==> config.mk <==
export PLATFORM = sky130hd
export DESIGN_NAME = led_seq_flat
export DESIGN_NICKNAME = d
export VERILOG_FILES = /design/src/rtl/led_seq_if.sv /design/src/rtl/led_seq.sv /design/src/flat_wrapper.sv
export SDC_FILE = /design/constraint.sdc
export NUM_CORES = 1
export LEC_CHECK = 0
export CAP_MARGIN = 20
export CORE_MARGIN = 5
export CORE_UTILIZATION = 40
export DETAILED_ROUTE_END_ITERATION = 8
export PLACE_DENSITY = 0.66
export SETUP_SLACK_MARGIN = 0.15
export SLEW_MARGIN = 0
export SYNTH_ARGS = -nofsm -noshare
export SYNTH_HDL_FRONTEND = slang
export SYNTH_SLANG_ARGS = --single-unit
==> constraint.sdc <==
create_clock -name clk -period 2.75 [get_ports clk]
set_clock_uncertainty 0.15 [all_clocks]
set_input_delay 0.55 -clock clk [delete_from_list [all_inputs] [get_ports clk]]
set_output_delay 0.55 -clock clk [all_outputs]
set_load 0.05 [all_outputs]
==> src/rtl/led_seq_if.sv <==
// Control/LED bundle between the board-level controller and the led_seq sequencer.
interface led_seq_if #(
    parameter int N_LED = 4
);
    logic             en;
    logic [1:0]       mode;
    logic [1:0]       speed;
    logic [N_LED-1:0] led;
    logic             step_pulse;

    modport master (output en, mode, speed, input led, step_pulse);
    modport slave  (input en, mode, speed, output led, step_pulse);
endinterface

==> src/rtl/led_seq.sv <==
// Parametrised active-low LED sequencer: walk-left, walk-right, bounce and blink-all.
// Optional feature macro: LED_SEQ_BOUNCE_EN (undefined -> mode 10 acts as walk-left).
module led_seq #(
    parameter int N_LED       = 4,
    parameter int STEP_CYCLES = 50_000_000,
    parameter int CNT_W       = 32
) (
    input  logic         clk,
    input  logic         rst_n,
    led_seq_if.slave     bus_if
);
    typedef enum logic [0:0] {IDLE = 1'b0, RUN = 1'b1} state_t;

    localparam int               POS_W   = (N_LED > 1) ? $clog2(N_LED) : 1;
    localparam logic [POS_W-1:0] POS_MAX = POS_W'(N_LED - 1);
    localparam logic [N_LED-1:0] ALL_OFF = {N_LED{1'b1}};

    state_t           state_q, state_d;
    logic [CNT_W-1:0] timer_q, timer_d;
    logic [POS_W-1:0] pos_q, pos_d;
    logic             ph_q, ph_d;
    logic [1:0]       mode_q, mode_d;
    logic [N_LED-1:0] led_q, led_d;
    logic             pulse_q, pulse_d;
    logic [CNT_W-1:0] period_s;
    logic             fire_s;
`ifdef LED_SEQ_BOUNCE_EN
    logic             dir_q, dir_d;
`endif

    // Step timer: compare with >= so a shrinking period fires on the next enabled cycle.
    always_comb begin
        period_s = CNT_W'(STEP_CYCLES) >> bus_if.speed;
        fire_s   = bus_if.en && (timer_q >= (period_s - CNT_W'(1)));
        if (fire_s) begin
            timer_d = {CNT_W{1'b0}};
        end else if (bus_if.en) begin
            timer_d = timer_q + CNT_W'(1);
        end else begin
            timer_d = timer_q;
        end
    end

    // Next-state logic for FSM, position, direction and blink phase.
    always_comb begin
        state_d = state_q;
        pos_d   = pos_q;
        ph_d    = ph_q;
        mode_d  = mode_q;
`ifdef LED_SEQ_BOUNCE_EN
        dir_d   = dir_q;
`endif
        if (fire_s) begin
            state_d = RUN;
            mode_d  = bus_if.mode;
            if (state_q == IDLE) begin
                case (bus_if.mode)
                    2'b01:   pos_d = POS_MAX;
                    2'b11:   ph_d  = 1'b1;
                    default: begin
                        pos_d = {POS_W{1'b0}};
`ifdef LED_SEQ_BOUNCE_EN
                        dir_d = 1'b0;
`endif
                    end
                endcase
            end else begin
                case (bus_if.mode)
                    2'b00:   pos_d = (pos_q == POS_MAX) ? {POS_W{1'b0}} : pos_q + POS_W'(1);
                    2'b01:   pos_d = (pos_q == {POS_W{1'b0}}) ? POS_MAX : pos_q - POS_W'(1);
                    2'b10: begin
`ifdef LED_SEQ_BOUNCE_EN
                        // Endpoints turn around immediately so they are shown only once.
                        if (N_LED == 1) begin
                            pos_d = {POS_W{1'b0}};
                        end else if (!dir_q) begin
                            if (pos_q == POS_MAX) begin
                                dir_d = 1'b1;
                                pos_d = POS_MAX - POS_W'(1);
                            end else begin
                                pos_d = pos_q + POS_W'(1);
                            end
                        end else begin
                            if (pos_q == {POS_W{1'b0}}) begin
                                dir_d = 1'b0;
                                pos_d = POS_W'(1);
                            end else begin
                                pos_d = pos_q - POS_W'(1);
                            end
                        end
`else
                        pos_d = (pos_q == POS_MAX) ? {POS_W{1'b0}} : pos_q + POS_W'(1);
`endif
                    end
                    2'b11:   ph_d = (mode_q == 2'b11) ? ~ph_q : 1'b1;
                    default: pos_d = pos_q;
                endcase
            end
        end else begin
            state_d = state_q;
        end
    end

    // Output next-values; led only changes on a step and is then registered.
    always_comb begin
        pulse_d = fire_s;
        led_d   = led_q;
        if (fire_s) begin
            if (bus_if.mode == 2'b11) begin
                led_d = ph_d ? {N_LED{1'b0}} : ALL_OFF;
            end else begin
                led_d = ~(N_LED'(1'b1) << pos_d);
            end
        end else begin
            led_d = led_q;
        end
    end

    // State and output registers with synchronous active-low reset.
    always_ff @(posedge clk) begin
        if (!rst_n) begin
            state_q <= IDLE;
            timer_q <= {CNT_W{1'b0}};
            pos_q   <= {POS_W{1'b0}};
            ph_q    <= 1'b0;
            mode_q  <= 2'b00;
            led_q   <= ALL_OFF;
            pulse_q <= 1'b0;
        end else begin
            state_q <= state_d;
            timer_q <= timer_d;
            pos_q   <= pos_d;
            ph_q    <= ph_d;
            mode_q  <= mode_d;
            led_q   <= led_d;
            pulse_q <= pulse_d;
        end
    end

`ifdef LED_SEQ_BOUNCE_EN
    // Bounce direction register.
    always_ff @(posedge clk) begin
        if (!rst_n) begin
            dir_q <= 1'b0;
        end else begin
            dir_q <= dir_d;
        end
    end
`endif

    assign bus_if.led        = led_q;
    assign bus_if.step_pulse = pulse_q;
endmodule
==> src/flat_wrapper.sv <==
// flat-port wrapper written by rule: the top's interface ports become plain ports
module led_seq_flat 
#(
    parameter int N_LED       = 4,
    parameter int STEP_CYCLES = 50_000_000,
    parameter int CNT_W       = 32
)
  (clk, rst_n, bus_if_en, bus_if_mode, bus_if_speed, bus_if_led, bus_if_step_pulse);
  led_seq_if #(.N_LED(N_LED)) bus_if_i ();
  input  logic clk;
  input  logic rst_n;
  input wire logic [$bits(bus_if_i.en)-1:0] bus_if_en;
  input wire logic [$bits(bus_if_i.mode)-1:0] bus_if_mode;
  input wire logic [$bits(bus_if_i.speed)-1:0] bus_if_speed;
  output wire logic [$bits(bus_if_i.led)-1:0] bus_if_led;
  output wire logic [$bits(bus_if_i.step_pulse)-1:0] bus_if_step_pulse;
  assign bus_if_i.en = bus_if_en;
  assign bus_if_i.mode = bus_if_mode;
  assign bus_if_i.speed = bus_if_speed;
  assign bus_if_led = bus_if_i.led;
  assign bus_if_step_pulse = bus_if_i.step_pulse;
  led_seq #(.N_LED(N_LED), .STEP_CYCLES(STEP_CYCLES), .CNT_W(CNT_W)) u_core (.clk(clk), .rst_n(rst_n), .bus_if(bus_if_i));
endmodule
==> flow_summary.toml <==
[synth]
yosys-top-cells-area = "dfxtp_1 30%, ha_1 13%, nor2_4 12%, xor2_1 6.4%, nand2_1 3.8%"
syn_avg_cell_area_um2 = 9.28
synth_top_cell_by_area = "dfxtp_1"
yosysSeqAreaShare_pct = 29.8
synthFlopType = "dfxtp_1"
synthArstFlopShare_pct = 0
synthCells = 311
synth.distinct_cells = 45
syn_area_um2 = 2890
ys_seq_elements = 43
synth_edf_count = 0
synth_top_area_share_pct = 29.8
yosysWarnings = 0

[critical_path]
crit_fanout = 5
arrival_ps = 2700
end_kind = "register"
cp.required_ps = 2760
startpoint_type = "input pin"
path_class = "in -> reg"

[finish]
final_cell_mix = "43 x dfxtp_1, 32 x nor2_4, 29 x buf_4, 28 x nand2_1, 24 x ha_1"
fillers = 694
instances_no_fill = 466
n_antenna_cell = 0
layout_commonest_cell = "dfxtp_1"
finish.utilization_pct = 51.9
syn_to_final_growth_pct = 28.3
nets = 402
drive_above_1_share_pct = 30.8

[placement]
gp_congestion = 0.865
hpwlAfterDp_um = 4540
place_ws_ps = -760
placed_cells = 451
placement.io_buffers = 11

[clocking]
cts_tree = "built"
cts_buffer_depth = 2
cts_buffers = 5
path_clk_slew_ps = 90
clockRootBuffer = "clkbuf_8"
htree_levels = 2
clock-sinks = 43
clk_latency_ps = 290
hold_buffers = 0

[timing]
tightest_slew_ps = 503
finalSetupViolCount = 0
rsz0062_at_grt = "true"
slew_headroom_pct = 66.4
min_period_ps = 2680
drv_slew = 0
fin_setup_tns_ps = 0
fin_crit_sh_pct = 97.6
hold_viol = 0
max_freq_mhz = 373
worst_slack_ps = 65.5

[outcome]
status = "completed"

[worst_hold_path]
hp-class = "reg -> reg"

[floorplanning]
die_h_um = 94.9
fp.coreArea_um2 = 7140
fp-row-count = 31
initial_utilization_pct = 40.4
io_pins = 12
design.die.area_um2 = 9010
die_w_um = 94.9

[global_route]
first_global_vias = 2443
grt_max_degree = 13
grt_usage_pct = 14.9
grt-ovfl-total = 0
grt_pass1_wl_um = 10900
antenna_found_initial = 0

[detailed_routing]
antenna_left = 0
firstDrtPassIters = 4
drt_iter0_drc = 49
drt-total-wl_um = 6220
via_count = 2339
remaining_drc_errors = 0
viasPerCell = 5.02
wire_per_inst_um = 13.4

[pwr]
p_leak_nw = 1.40
power_density_nw_per_um2 = 319
totalPowerFinal_w = 0.00118
worst_ir_drop_vdd_mv = 0.172

[job]
cap_violations = 0
-- critical path: stages --
cell and delay [ps]:
buf_6 90, buf_6 120, nor2_4 120, inv_1 110, ha_4 290, and4_4 220
o311a_4 210, a211oi_4 40, or2b_4 270, buf_4 130, o21ai_2 70, buf_6 160
mux2i_2 230, a2bb2oi_2 70
-- flip-flops by register name (all words and copies together) (netlist names) --
name / count
u_core.mode_q: 2
u_core.state_q: 1
u_core.bus_if.led: 4
u_core.ph_q: 1
u_core.timer_q: 32
u_core.pos_q: 2
u_core.bus_if.step_pulse: 1
-- synthesized netlist by cell type (3+ instances only) --
cell,n
o21ai_0,5
nor3_1,5
nor2_1,23
buf_12,3
o211a_1,3
xor2_1,21
nor2_4,30
nand2_1,29
mux2i_1,3
inv_1,13
a211oi_1,4
nand4_1,10
ha_1,29
nand3_1,20
xnor2_1,12
dfxtp_1,43
a31o_2,3
and3_1,5
clkbuf_1,3
a21oi_1,15
and4_1,4
-- metal layers --
metal	up-vias	routed length [um]	GRT usage [%]
met5	-	0	0
met4	0	78	3.97
met3	6	168	3.19
met2	25	3000	25.2
met1	1114	2970	19.2
li1	1194	-	-
-- where the power goes --
part | total, W | internal [W] | switching, W
Clock | 0.000392 | 0.000179 | 0.000214
Sequential | 0.000628 | 0.000625 | 0.00000282
Combinational | 0.000159 | 0.0000742 | 0.0000849
Total | 0.00118 | 0.000878 | 0.000301
-- final timing paths --
check	slack (ps)	cells past startpoint	endpoint	start
min reg2reg	320	2	u_core.mode_q[1]	u_core.mode_q[1]
max	70	14	u_core.bus_if.led[0]	bus_if_speed[1]
min	320	2	u_core.mode_q[1]	u_core.mode_q[1]
max reg2reg	300	10	u_core.bus_if.led[0]	u_core.timer_q[29]
-- logic make-up (layout without fill, tap and decap cells) --
logic type,count (synthesis),after routing,synth area share (%)
AO/OA/AOI/OAI,44,44,11.1
XOR/XNOR,33,33,10.0
adder cells (fa/ha/maj),29,29,12.6
buffers and inverters,22,72,4.90
flip-flops,43,43,29.8
multiplexers,3,3,1.04
other,2,8,0.260
AND/OR/NAND/NOR,135,135,30.2
-- layout make-up --
| type | count | area [um^2] | share of cell area, % |
|---|---|---|---|
| Inverter | 13 | 48.8 | 1.32 |
| Clock inverter | 1 | 5.00 | 0.135 |
| Clock buffer | 7 | 76.3 | 2.06 |
| Tap cell | 99 | 124 | 3.35 |
| Timing Repair Buffer | 51 | 490 | 13.3 |
| Sequential cell | 43 | 861 | 23.3 |
| Multi-Input combinational cell | 252 | 2100 | 56.6 |
-- metrics by stage --
step	area (um^2)	hold WS [ps]
final	3700	318
after detailed placement	3370	308
after global routing	3700	344
after CTS	3580	320
after global placement	3370	297
after floorplan	2940	287
-- repair_timing --
| item | in CTS | in global routing |
|---|---|---|
| gates cloned | 2 | 0 |
| buffers inserted | 4 | 1 |
| gates resized for setup | 23 | 23 |
| endpoints found under the setup margin | 43 | 42 |
| pin swaps | 15 | 20 |
No activity file was read; power rests on OpenSTA's default activity.
